## src/rtl/fila_pkg.sv

```systemverilog
// Shared definitions for the lift request-intake stage.
//   estado_t : FSM state encoding, also exported on db_estado
//   MOT_*    : reason codes reported on motivo when a request is dropped
package fila_pkg;

    typedef enum logic [2:0] {
        DESLIGADO = 3'b000,
        ESPERA    = 3'b001,
        CAPTURA   = 3'b010,
        CHECA     = 3'b011,
        GRAVA     = 3'b100,
        DESCARTA  = 3'b101
    } estado_t;

    localparam logic [1:0] MOT_NENHUM    = 2'b00;
    localparam logic [1:0] MOT_INVALIDO  = 2'b01;
    localparam logic [1:0] MOT_CHEIA     = 2'b10;
    localparam logic [1:0] MOT_DUPLICADO = 2'b11;

endpackage

```

## src/rtl/fila_requisicoes_sincroniza_borda.sv

```systemverilog
// Two-flop synchronizer followed by a rising-edge detector.
//   clock   in  system clock
//   reset   in  asynchronous active-low reset
//   entrada in  asynchronous level input
//   borda   out one-cycle pulse per rising edge of entrada (2-3 cycles later)
module sincroniza_borda (
    input  logic clock,
    input  logic reset,
    input  logic entrada,
    output logic borda
);

    // sinc[0], sinc[1]: synchronizer; sinc[2]: previous synchronized value
    logic [2:0] sinc;

    always_ff @(posedge clock or negedge reset) begin
        if (!reset) begin
            sinc <= 3'b000;
        end else begin
            sinc <= {sinc[1:0], entrada};
        end
    end

    assign borda = sinc[1] & ~sinc[2];

endmodule

```

## src/rtl/fila_requisicoes.sv

```systemverilog
// Request-intake stage for the lift controller: synchronizes the operator
// strobe, validates each (origem, destino) pair and queues accepted pairs.
//   clock, reset         system clock / asynchronous active-low reset
//   iniciar              enable level; low flushes the queue and idles the FSM
//   novaEntrada          asynchronous request strobe
//   origem, destino      requested floors, stable around the strobe
//   pop                  consumer takes the head entry
//   valido               queue non-empty, head presented on cab_origem/cab_destino
//   contagem, cheio      occupancy and full flag
//   rejeitado, motivo    drop pulse and sticky reason code
//   db_estado            current FSM state
//
// state     | meaning
// DESLIGADO | disabled, queue held empty
// ESPERA    | waiting for a request edge
// CAPTURA   | registering origem/destino
// CHECA     | validity / full / duplicate evaluation
// GRAVA     | writing the pair into the queue
// DESCARTA  | dropping the pair, rejeitado pulse
module fila_requisicoes
    import fila_pkg::*;
#(
    parameter int ANDAR_W      = 4,
    parameter int PROFUNDIDADE = 4,
    parameter int MAX_ANDAR    = 8
) (
    input  logic                            clock,
    input  logic                            reset,
    input  logic                            iniciar,
    input  logic                            novaEntrada,
    input  logic [ANDAR_W-1:0]              origem,
    input  logic [ANDAR_W-1:0]              destino,
    input  logic                            pop,
    output logic                            valido,
    output logic [ANDAR_W-1:0]              cab_origem,
    output logic [ANDAR_W-1:0]              cab_destino,
    output logic [$clog2(PROFUNDIDADE):0]   contagem,
    output logic                            cheio,
    output logic                            rejeitado,
    output logic [1:0]                      motivo,
    output logic [2:0]                      db_estado
);

    localparam int PTR_W = $clog2(PROFUNDIDADE);
    localparam int CNT_W = PTR_W + 1;
    localparam logic [ANDAR_W-1:0] ANDAR_MAX = ANDAR_W'(MAX_ANDAR);
    localparam logic [CNT_W-1:0]   CNT_CHEIO = CNT_W'(PROFUNDIDADE);

    estado_t estado, proximo;

    logic                 borda;
    logic [ANDAR_W-1:0]   req_origem, req_destino;
    logic [ANDAR_W-1:0]   mem_origem  [PROFUNDIDADE];
    logic [ANDAR_W-1:0]   mem_destino [PROFUNDIDADE];
    logic [PTR_W-1:0]     wptr, rptr;
    logic                 invalido, duplicado;
    logic [1:0]           motivo_checa;
    logic                 captura_en, grava_en, motivo_en;
    logic                 pop_ok;

    sincroniza_borda u_sincroniza_borda (
        .clock   (clock),
        .reset   (reset),
        .entrada (novaEntrada),
        .borda   (borda)
    );

    // ---------------- FSM: state register ----------------
    always_ff @(posedge clock or negedge reset) begin
        if (!reset) begin
            estado <= DESLIGADO;
        end else begin
            estado <= proximo;
        end
    end

    // ---------------- FSM: next state ----------------
    always_comb begin
        proximo = estado;
        if (!iniciar) begin
            proximo = DESLIGADO;
        end else begin
            case (estado)
                DESLIGADO: proximo = ESPERA;
                ESPERA:    if (borda) proximo = CAPTURA;
                CAPTURA:   proximo = CHECA;
                CHECA:     proximo = (motivo_checa == MOT_NENHUM) ? GRAVA : DESCARTA;
                GRAVA:     proximo = ESPERA;
                DESCARTA:  proximo = ESPERA;
                default:   proximo = DESLIGADO;
            endcase
        end
    end

    // ---------------- FSM: outputs ----------------
    // motivo is loaded on the edge into DESCARTA so it is already valid
    // during the rejeitado pulse.
    always_comb begin
        captura_en = 1'b0;
        grava_en   = 1'b0;
        motivo_en  = 1'b0;
        rejeitado  = 1'b0;
        case (estado)
            CAPTURA:  captura_en = 1'b1;
            CHECA:    motivo_en  = iniciar && (motivo_checa != MOT_NENHUM);
            GRAVA:    grava_en   = iniciar;
            DESCARTA: rejeitado  = 1'b1;
            default:  ;
        endcase
    end

    // ---------------- request checks ----------------
    assign invalido = (req_origem == req_destino) ||
                      (req_origem > ANDAR_MAX)    ||
                      (req_destino > ANDAR_MAX);

    // Only slots rptr .. rptr+contagem-1 hold live entries.
    always_comb begin
        duplicado = 1'b0;
        for (int k = 0; k < PROFUNDIDADE; k++) begin
            if ((CNT_W'(k) < contagem) &&
                (mem_origem[rptr + PTR_W'(k)]  == req_origem) &&
                (mem_destino[rptr + PTR_W'(k)] == req_destino)) begin
                duplicado = 1'b1;
            end
        end
    end

    always_comb begin
        motivo_checa = MOT_NENHUM;
        if (invalido) begin
            motivo_checa = MOT_INVALIDO;
        end else if (cheio) begin
            motivo_checa = MOT_CHEIA;
        end else if (duplicado) begin
            motivo_checa = MOT_DUPLICADO;
        end
    end

    // ---------------- queue datapath ----------------
    assign valido = (contagem != '0);
    assign cheio  = (contagem == CNT_CHEIO);
    assign pop_ok = pop && valido;

    always_ff @(posedge clock or negedge reset) begin
        if (!reset) begin
            req_origem  <= '0;
            req_destino <= '0;
            wptr        <= '0;
            rptr        <= '0;
            contagem    <= '0;
            motivo      <= MOT_NENHUM;
            for (int i = 0; i < PROFUNDIDADE; i++) begin
                mem_origem[i]  <= '0;
                mem_destino[i] <= '0;
            end
        end else begin
            if (captura_en) begin
                req_origem  <= origem;
                req_destino <= destino;
            end
            if (motivo_en) begin
                motivo <= motivo_checa;
            end
            if (!iniciar) begin
                wptr     <= '0;
                rptr     <= '0;
                contagem <= '0;
            end else begin
                if (grava_en) begin
                    mem_origem[wptr]  <= req_origem;
                    mem_destino[wptr] <= req_destino;
                    wptr              <= wptr + PTR_W'(1);
                end
                if (pop_ok) begin
                    rptr <= rptr + PTR_W'(1);
                end
                case ({grava_en, pop_ok})
                    2'b10:   contagem <= contagem + CNT_W'(1);
                    2'b01:   contagem <= contagem - CNT_W'(1);
                    default: contagem <= contagem;
                endcase
            end
        end
    end

    assign cab_origem  = valido ? mem_origem[rptr]  : '0;
    assign cab_destino = valido ? mem_destino[rptr] : '0;
    assign db_estado   = estado;

endmodule

```

## config.mk

```make
export PLATFORM = sky130hd
export DESIGN_NAME = fila_requisicoes
export DESIGN_NICKNAME = d
export VERILOG_FILES = /design/src/rtl/fila_pkg.sv /design/src/rtl/fila_requisicoes_sincroniza_borda.sv /design/src/rtl/fila_requisicoes.sv
export SDC_FILE = /design/constraint.sdc
export NUM_CORES = 1
export LEC_CHECK = 0
export ABC_CLOCK_PERIOD_IN_PS = 2500
export CAP_MARGIN = 40
export CORE_MARGIN = 2
export CORE_UTILIZATION = 46
export DETAILED_ROUTE_END_ITERATION = 10
export PLACE_DENSITY = 0.66
export SYNTH_ARGS = -nofsm -noshare
export SYNTH_HDL_FRONTEND = slang
export SYNTH_SLANG_ARGS = --single-unit
```

## constraint.sdc

```tcl
create_clock -name clock -period 2.5 [get_ports clock]
set_input_delay 0.25 -clock clock [delete_from_list [all_inputs] [get_ports clock]]
set_output_delay 0.25 -clock clock [all_outputs]
set_load 0.01 [all_outputs]
```

==> reports/qor.csv, run 1 <==
metric;value;unit
initial antenna violation count;0;
synthesized area;0.00368;mm²
core region area;0.00773;mm²
arrival time worst endpoint;2140;ps
I/O pins;32;
port bufs;31;
Post-synth EDFFs;0;
DIE AREA;0.00874;mm²
skew final;6.43;ps
# diodes;0;
Leak;1.84;nW
number of vias per cell;5.83;
die width;93.5;µm
Worst-Margin Slew;638;ps
max cap viols;0;
WL per Instance;18.4;µm
Top FF cell, synth;dfrtp_1;
f_max;419;MHz
share of cells above drive strength 1;26.7;%
largest net degree at the start of global routing;38;
synthesis-stage register bit count;55;
H-tree depth;2;
layout net count;365;
CTS tree;yes;
Seq/Total Area, Yosys;37.4;%
GRT overflow;0;
Mapped Avg Cell Area;11.8;µm²
Post-Route Utilization;55.8;%
PwrDens;795;mW/mm²
VDD IR-drop max;0.444;mV
WL final;8240;µm
Pins Over Slew Limit;0;
Setup Viol. Count Final;0;
Layout area overhead;17.1;%
relative slew slack;57.4;%
outcome;completed;
TritonCTS buffer count;5;
WP data required;2250;ps
most numerous cell in the Yosys netlist;dfrtp_1;
setup TNS;0;ps
total number of vias;2604;
CTS clk-pin slew, worst paths;100;ps
Rows;32;
HPWL after DPL;6040;µm
Crit. End Element;primary output;
clock tree buffer depth;2;
dominant cells by area after synthesis;dfrtp_1 37%, mux2_2 13%, mux4_2 9.2%, mux2i_1 4.9%, xnor2_1 4.8%;
root buffer cell;clkbuf_8;
initial drt markers;113;
DP Area;0.00415;mm²
Distinct cells, synth;48;
Post-Syn Instances;311;
Net Count, Synth;332;
vias in the first global route;2457;
Synth area leader;dfrtp_1;
Clk Latency, worst-skew pair;310;ps
unrepaired setup endpoints after global routing;false;
global-route wire length before repair;13400;µm
Final Hold Fails;0;
Detailed Routing Iterations Pass 1;4;
routability cong.;0.914;
Final Cell Area;0.00431;mm²
initial core utilization;47.7;%
synth warn;0;
post-route antenna net violation count;0;
Post-CTS Setup Repair Bufs;0;
critical path launch point type;flip-flop;
DR DRC count;0;
Synth top cells by count;55 x dfrtp_1, 44 x mux2_2, 20 x xnor2_1, 18 x mux2i_1, 18 x xor2_1;
Die Ht;93.5;µm
Final min period;2390;ps
Final Cycle Share;95.5;%
async set-reset flop share out of synthesis;100;%
total track usage;20.1;%
worst-path fanout max;8;
number of clock sinks seen by CTS;55;
CP Class;reg -> out;
fillcell total;644;
Yosys top cell area share;37.4;%
Worst Hold Class;reg -> reg;
power breakdown:
part | switching (mW) | total, mW | internal (mW) | leakage [nW]
clock network | 0.298 | 0.698 | 0.399 | 0.0644
registers | 0.263 | 1.25 | 0.986 | 0.735
logic | 0.730 | 1.48 | 0.752 | 1.04
total | 1.29 | 3.43 | 2.14 | 1.84
routing by layer:
layer / vias up / track usage, % / wire length [µm]
li1: 1213 / - / -
met1: 1329 / 29.3 / 3850
met2: 51 / 31.1 / 3920
met3: 11 / 3.95 / 313
met4: 0 / 4.90 / 151
met5: - / 0 / 0
path summary, 6_finish.rpt:
check | from | endpoint | slack [ps] | cells past startpoint
min | u_sincroniza_borda.sinc[0]$_DFF_PN0_ | u_sincroniza_borda.sinc[1]$_DFF_PN0_ | 360 | 0
max | contagem[1]$_DFFE_PN0P_ | cab_origem[0] | 110 | 6
max in group asynchronous | reset | contagem[1]$_DFFE_PN0P_ | 1240 | 3
min reg2reg | u_sincroniza_borda.sinc[0]$_DFF_PN0_ | u_sincroniza_borda.sinc[1]$_DFF_PN0_ | 360 | 0
max reg2reg | rptr[1]$_DFFE_PN0P_ | db_estado[0]$_DFFE_PN0P_ | 130 | 8
min in group asynchronous | reset | req_destino[1]$_DFFE_PN0P_ | 410 | 2
sequential cells by signal, summed over array words and instances, names as in the netlist:
name                     flops
contagem                     3
db_estado                    3
mem_destino                 16
mem_origem                  16
motivo                       2
req_destino                  4
req_origem                   4
rptr                         2
u_sincroniza_borda.sinc      3
wptr                         2
metrics by stage:
step	power, mW	hold slack (ps)	cells	setup slack, ps
floorplan	2.20	-45.6	311	303
global placement	2.69	216	438	161
detailed placement	2.72	223	438	68.6
CTS	3.43	360	447	40.1
global route	3.63	354	447	1.42
finish	3.43	360	447	114
worst max-delay path: stages (launching register included):
cell	delay, ps
dfrtp_2	410
inv_1	110
ha_1	210
nor2b_2	170
inv_2	180
and3_1	200
clkdlybuf4s50_1	540
cell type report:
| class | count | area, µm² | area share [%] |
|---|---|---|---|
| timing repair buffer | 45 | 443 | 10.3 |
| tap | 102 | 128 | 2.96 |
| clock buffer | 5 | 68.8 | 1.60 |
| multi-input combinational | 228 | 2190 | 50.8 |
| sequential | 55 | 1380 | 32.0 |
| clock inverter | 3 | 67.6 | 1.57 |
| inverter | 9 | 33.8 | 0.783 |
cell usage in the layout, fill, tap and decap left out, types with 4 or more instances in the layout:
master,Yosys,routed
mux4_2,15,15
a21oi_1,6,6
nand2b_1,4,4
nand3_1,5,5
ha_1,8,8
mux2i_1,18,17
nor3_1,6,5
and2_1,11,11
a211oi_1,4,4
mux2_2,44,44
nand2_1,12,12
buf_4,2,9
xor2_1,18,18
nor2_1,15,15
inv_1,8,7
clkbuf_8,0,5
dfrtp_1,55,52
clkdlybuf4s50_1,0,28
xnor2_1,20,20
mux4_1,5,5
logic make-up after synthesis:
| logic type | after synthesis | synth area share [%] |
|---|---|---|
| flops | 55 | 37.4 |
| mux | 82 | 31.1 |
| buf+inv | 28 | 3.43 |
| compound gates | 30 | 6.28 |
| fa+ha+maj | 8 | 2.72 |
| simple gates | 70 | 10.1 |
| xor+xnor | 38 | 9.03 |
repair_timing:
| action | 4_1_cts | 5_1_grt |
|---|---|---|
| endpoints found under the setup margin | 5 | 9 |
| endpoints found under the hold margin | 18 | 0 |
| hold buffers | 1 | 0 |
| gates resized for setup | 5 | 6 |
Note: power is estimated with default switching activity, not from simulation.
==> run 2, diff against run 1 <==
SYNTH_HIERARCHICAL = 1   (was default)
==> run 2 against run 1 <==
Synthesized cell count rose by 12%. Critical path depth is 1 lower. Hold slack worse by 2.1 ps. Die area is 0.56% higher. Fmax grew 0.69%. Via count increased by 3.5%. Design area decreased by 0.38%. Global-route usage rose by 0.28 points. Clock skew increased by 2.2 ps. First-iteration DRC count is 71% higher. Critical path type unchanged.
==> reports/qor.csv, run 2 <==
metric;value;unit;change
CP Class;reg -> out;;
arrival time worst endpoint;2120;ps;-20 ps
Die Ht;93.8;µm;+0.28%
number of clock sinks seen by CTS;55;;unchanged
Clk Latency, worst-skew pair;320;ps;about the same
synthesized area;0.00371;mm²;+0.58%
share of cells above drive strength 1;21.8;%;-4.8 points
async set-reset flop share out of synthesis;100;%;unchanged
Synth area leader;dfrtp_1;;
Top Usage Layer GRT;met2;;
most numerous cell in the Yosys netlist;dfrtp_1;;
initial drt markers;193;;+71%
clock tree buffer depth;2;;unchanged
WL per Instance;17.5;µm;-5.0%
I/O pins;32;;unchanged
Final Hold Fails;0;;unchanged
DIE AREA;0.00879;mm²;+0.56%
Clk pwr share;18.3;%;-2.1 points
dpl cells;473;;+8.0%
Synth top cells by count;55 x dfrtp_1, 32 x mux2_2, 28 x nand2_1, 23 x xnor2_1, 21 x mux2i_1;;
Post-synth EDFFs;0;;unchanged
WP data required;2250;ps;about the same
PwrDens;809;mW/mm²;+1.9%
Post-CTS Setup Repair Bufs;0;;unchanged
initial antenna violation count;0;;unchanged
WL final;8440;µm;+2.5%
root buffer cell;clkbuf_8;;
worst-path fanout max;11;;+3
core region area;0.00777;mm²;+0.52%
Net Sw Frac;39.2;%;+1.5 points
critical path launch point type;flip-flop;;
total number of vias;2695;;+3.5%
Worst-Margin Slew;567;ps;-70.7 ps
f_max;422;MHz;+0.69%
biggest regs;mem_destino x16, mem_origem x16;;
relative slew slack;62.2;%;+4.8 points
synthesis-stage register bit count;55;;unchanged
Rows;32;;unchanged
Psw;1.36;mW;+5.6%
initial core utilization;47.7;%;about the same
vias in the first global route;2595;;+5.6%
total track usage;20.4;%;+0.28 points
HPWL after DPL;5900;µm;-2.3%
synth warn;6;;+6
Gate power share;46.3;%;+3.1 points
Pwr Total;3.48;mW;+1.5%
most common library cell in the layout ignoring fill and taps;dfrtp_1;;
max cap viols;0;;unchanged
Net Count, Synth;369;;+11%
DR DRC count;0;;unchanged
Final Cycle Share;94.8;%;-0.65 points
Final min period;2370;ps;-16.3 ps
CTS clk-pin slew, worst paths;100;ps;about the same
# diodes;0;;unchanged
setup TNS;0;ps;unchanged
port bufs;31;;unchanged
commonest cells after routing, fill and taps aside;53 x dfrtp_1, 32 x mux2_2, 30 x clkdlybuf4s50_1;;
Top FF cell, synth;dfrtp_1;;
outcome;completed;;
Crit. End Element;primary output;;
Distinct cells, synth;54;;+13%
met2 Use GR;31.1;%;+0.076 points
routability cong.;0.933;;+2.0%
Layout area overhead;16.0;%;
VDD IR-drop max;0.465;mV;+4.7%
Mapped Avg Cell Area;10.6;µm²;-10%
Detailed Routing Iterations Pass 1;4;;unchanged
layout net count;400;;+9.6%
non-filler cells, final;482;;+7.8%
CTS tree;yes;;
dominant cells by area after synthesis;dfrtp_1 37%, mux2_2 9.7%, mux2i_1 5.7%, xnor2_1 5.4%, mux4_2 4.9%;;
H-tree depth;2;;unchanged
post-route antenna net violation count;0;;unchanged
GR met3 Demand/Resource;3.29;%;-0.66 points
Seq/Total Area, Yosys;37.1;%;-0.21 points
Pins Over Slew Limit;0;;unchanged
GRT overflow;0;;unchanged
Setup Viol. Count Final;0;;unchanged
Leak;1.81;nW;-1.4%
Worst Hold Class;reg -> reg;;
TritonCTS buffer count;5;;unchanged
unrepaired setup endpoints after global routing;false;;
largest net degree at the start of global routing;56;;+47%
M1 GR Usage;29.6;%;+0.36 points
die width;93.8;µm;+0.28%
Post-Syn Instances;348;;+12%
number of vias per cell;5.59;;-4.0%
Int Power;2.12;mW;-1.0%
global-route wire length before repair;13700;µm;+1.8%
sequential share of power;35.4;%;-1.0 points
Yosys top cell area share;37.1;%;-0.21 points
skew final;8.66;ps;+2.24 ps
-- run 2: cell types whose count changed in the layout (fill, tap and decap cells not counted), sizes merged, moves of 6 or more --
cell,previous run,this run
mux2,44,37
o21ai,2,17
nand2,12,28
a21oi,6,13
mux4,20,10
nor2,15,9
xor2,18,9
-- run 2: routing by layer --
layer / vias up / part of all wire (%)
li1: 1302 / -
met1: 1316 / 48
met2: 64 / 46
met3: 13 / 3.6
met4: 0 / 2.1
met5: - / 0
-- run 2: logic make-up (layout without fill, tap and decap cells) --
group           after synthesis  in the layout  share of synthesized area, %
simple gates                 97             97                          14.3
mux                          69             69                          24.0
flops                        55             55                          37.1
compound gates               53             53                          9.39
xor+xnor                     33             33                          8.00
buf+inv                      33             65                          4.49
fa+ha+maj                     8              8                          2.70
-- run 2: final cells by class --
type                       instances  area [µm²]
clock buffer                       6        82.6
clock inverter                     2        38.8
fill                             698        3470
inverter                          10        37.5
multi-input combinational        260        2180
sequential                        55        1380
tap                              102         128
timing repair buffer              47         453
-- run 2: power by group through the flow --
stage	sequential, mW	clock [mW]	combinational (mW)
after floorplan	1.10	0	1.22
after global placement	1.24	0	1.57
after detailed placement	1.25	0	1.58
after CTS	1.23	0.650	1.60
after global routing	1.26	0.687	1.76
final	1.23	0.636	1.61
-- run 2: final timing paths --
path | cells after the start | end | start | slack [ps]
hold reg to reg | 0 | u_sincroniza_borda/sinc[1]$_DFF_PN0_ | u_sincroniza_borda/sinc[0]$_DFF_PN0_ | 360
setup reg to reg | 8 | motivo[1]$_DFFE_PN0P_ | rptr[1]$_DFFE_PN0P_ | 180
max in group asynchronous | 3 | rptr[0]$_DFFE_PN0P_ | reset | 1780
min in group asynchronous | 3 | mem_destino[1]$_DFFE_PN0P_ | reset | 450
setup / recovery | 5 | cab_origem[3] | contagem[0]$_DFFE_PN0P_ | 130
hold / removal | 0 | u_sincroniza_borda/sinc[1]$_DFF_PN0_ | u_sincroniza_borda/sinc[0]$_DFF_PN0_ | 360
-- run 2: worst max-delay path: stages, from the launching register on --
cell and delay [ps]:
dfrtp_1 460, inv_1 130, ha_1 240, nand2b_2 220
and2_1 210, clkdlybuf4s50_1 550
-- run 2: stage by stage --
step                      instance area [µm²]  hold slack [ps]  utilization (%)  setup WS, ps
after floorplan                          3710            -45.6                -           419
after global placement                   4150              273             53.4           145
after detailed placement                 4150              276             53.4          94.2
after CTS                                4280              360             55.1          34.1
after global routing                     4300              369             55.3          13.6
final                                    4300              358             55.3           130
-- run 2: repair_timing --
item / CTS / global route
endpoints found under the hold margin: 55 / 0
endpoints found under the setup margin: 8 / 10
gates resized for setup: 1 / 4
hold buffers: 1 / 0
==> run 3, diff against run 2 <==
GPL_TIMING_DRIVEN = 0   (was default)
==> run 3 against run 2 <==
Design area increased by 1.6%. Die area unchanged. Sequential share of layout area down 0.54 points. Global-route usage increased by 0.64 points. Critical path type unchanged. Largest power group unchanged. Highest routed layer unchanged.
==> reports/qor.csv, run 3 (synthesis results as in run 2) <==
metric;value;unit;change
global-route wire length before repair;14200;µm;+3.5%
WL per Instance;18.2;µm;+3.8%
Rows;32;;unchanged
TritonCTS buffer count;5;;unchanged
# diodes;0;;unchanged
worst-path fanout max;10;;-1
total number of vias;2771;;+2.8%
VDD IR-drop max;0.314;mV;-32%
PwrDens;839;mW/mm²;+3.7%
most common library cell in the layout ignoring fill and taps;dfrtp_1;;
GRT overflow;0;;unchanged
critical path launch point type;flip-flop;;
r2r worst-path depth;8;;unchanged
Net Sw Frac;38.9;%;-0.27 points
f_max;417;MHz;-1.2%
hold_ws;365;ps;+7.13 ps
vias in the first global route;2757;;+6.2%
Die Ht;93.8;µm;unchanged
H-tree depth;2;;unchanged
non-filler cells, final;493;;+2.3%
CP top delay family;buffers and inverters;;
I/O pins;32;;unchanged
DIE AREA;0.00879;mm²;unchanged
Crit. End Element;primary output;;
layout net count;411;;+2.8%
Worst-Margin Slew;687;ps;+120 ps
sequential share of power;30.1;%;-5.3 points
Leak;1.83;nW;+0.94%
total track usage;21.0;%;+0.64 points
CTS clk-pin slew, worst paths;100;ps;about the same
Most common cell on crit path;buf_6;;
number of clock sinks seen by CTS;55;;unchanged
WL final;8960;µm;+6.2%
WP data required;2250;ps;about the same
skew final;8.35;ps;-0.320 ps
Setup Viol. Count Final;0;;unchanged
unrepaired setup endpoints after global routing;true;;
post-route antenna net violation count;0;;unchanged
pre-CTS WS;-18.3;ps;-113 ps
Final Cycle Share;96.0;%;+1.2 points
dpl cells;483;;+2.1%
initial core utilization;47.7;%;unchanged
r2r endpoint;db_estado[0]$_DFFE_PN0P_;;
DP Area;0.00417;mm²;+0.51%
CTS tree;yes;;
Final Cell Area;0.00437;mm²;+1.6%
number of vias per cell;5.62;;+0.53%
Gate power share;51.1;%;+4.8 points
CP max-delay cell;clkdlybuf4s50_1;;
initial drt markers;121;;-37%
commonest cells after routing, fill and taps aside;54 x dfrtp_1, 32 x mux2_2, 30 x clkdlybuf4s50_1;;
routability cong.;1.01;;+7.9%
port bufs;31;;unchanged
clock tree buffer depth;2;;unchanged
relative slew slack;54.1;%;-8.1 points
WP depth;6;;+1
Layout area overhead;17.9;%;
share of cells above drive strength 1;20.5;%;-1.4 points
DR DRC count;0;;unchanged
arrival time worst endpoint;2150;ps;+30 ps
Critical path origin;rptr[1]$_DFFE_PN0P_;;
largest net degree at the start of global routing;31;;-45%
Psw;1.43;mW;+4.6%
initial antenna violation count;0;;unchanged
Clk pwr share;18.9;%;+0.6 points
Worst Hold Class;in -> reg;;
Crit path largest cell delay;540;ps;about the same
area of the multi-input gates;0.00219;mm²;+0.46%
biggest regs;mem_destino x16, mem_origem x16;;
Detailed Routing Iterations Pass 1;4;;unchanged
setup ws final;101;ps;-29.2 ps
Clk Latency, worst-skew pair;310;ps;about the same
CP endpoint;cab_destino[3];;
max cap viols;0;;unchanged
worst reg2reg path startpoint;rptr[1]$_DFFE_PN0P_;;
Pins Over Slew Limit;0;;unchanged
Int Power;2.24;mW;+5.8%
Final min period;2400;ps;+29.2 ps
R2R setup slack;140;ps;-40 ps
HPWL after DPL;6550;µm;+11%
root buffer cell;clkbuf_8;;
core region area;0.00777;mm²;unchanged
crit path buf inv count;3;;+1
Final Hold Fails;0;;unchanged
CP cell instances;buf_6 > buf_6 > mux2i_4 > mux2i_2 > and2_1 > clkdlybuf4s50_1;;
die width;93.8;µm;unchanged
fillcell total;671;;-3.9%
outcome;completed;;
Register Area;0.00138;mm²;about the same
CP Class;reg -> out;;
==> run 3: changes by cell type in the layout (fill, tap and decap cells not counted), sizes merged <==
cell,delta
bufinv,+1
buf,-2
inv,-1
clkbuf,+13
==> run 3: per-layer routing <==
metal	up-vias	share of wire, %	GRT usage, %
li1	1324	-	-
met1	1378	46	28.1
met2	56	47	35.5
met3	13	4.5	3.05
met4	0	2.2	6.16
met5	-	0	0
==> run 3: worst min-delay path by stage <==
stage	start	endpoint	slack, ps	depth (start not counted)
after floorplan	reset	contagem[0]$_DFFE_PN0P_	-50	0
after CTS	novaEntrada	u_sincroniza_borda/sinc[0]$_DFF_PN0_	370	1
final	novaEntrada	u_sincroniza_borda/sinc[0]$_DFF_PN0_	370	1
after global routing	novaEntrada	u_sincroniza_borda/sinc[0]$_DFF_PN0_	360	1
after global placement	u_sincroniza_borda/sinc[0]$_DFF_PN0_	u_sincroniza_borda/sinc[1]$_DFF_PN0_	330	0
after detailed placement	reset	mem_destino[11]$_DFFE_PN0P_	290	1
==> run 3: power groups by stage <==
| stage | Combinational [mW] | Sequential (mW) | Clock, mW |
|---|---|---|---|
| 2_1_floorplan | 1.22 | 1.10 | 0 |
| 3_3_place_gp | 1.77 | 1.12 | 0 |
| 3_5_place_dp | 1.78 | 1.11 | 0 |
| 4_1_cts | 1.83 | 1.10 | 0.720 |
| 5_1_grt | 2.03 | 1.11 | 0.744 |
| 6_report | 1.87 | 1.10 | 0.692 |
==> run 3: final cells by class <==
cell class              instances  share of cell area (%)
well taps                     102                    2.92
plain buffers                  23                    3.41
clock buffers                   6                    1.66
clock inverters                 2                    1.37
flip-flops and latches         55                    31.5
inverters                      10                   0.859
multi-input cells             260                    50.1
repair buffers                 35                    8.11
==> run 3: repair_timing <==
action                                  in CTS  in global routing
gates resized for setup                      6                  9
hold buffers                                 1                  0
buffers inserted                             0                  1
endpoints found under the hold margin       25                  0
endpoints found under the setup margin      11                  9
==> run 3: through the flow <==
stage               setup TNS (ps)  utilization (%)  total power, mW
finish                           0             56.2             3.66
global route                 -1.85             56.2             3.88
CTS                              0             55.7             3.64
detailed placement           -28.9             53.7             2.90
global placement            -26860             53.4             2.88
floorplan                        0                -             2.32
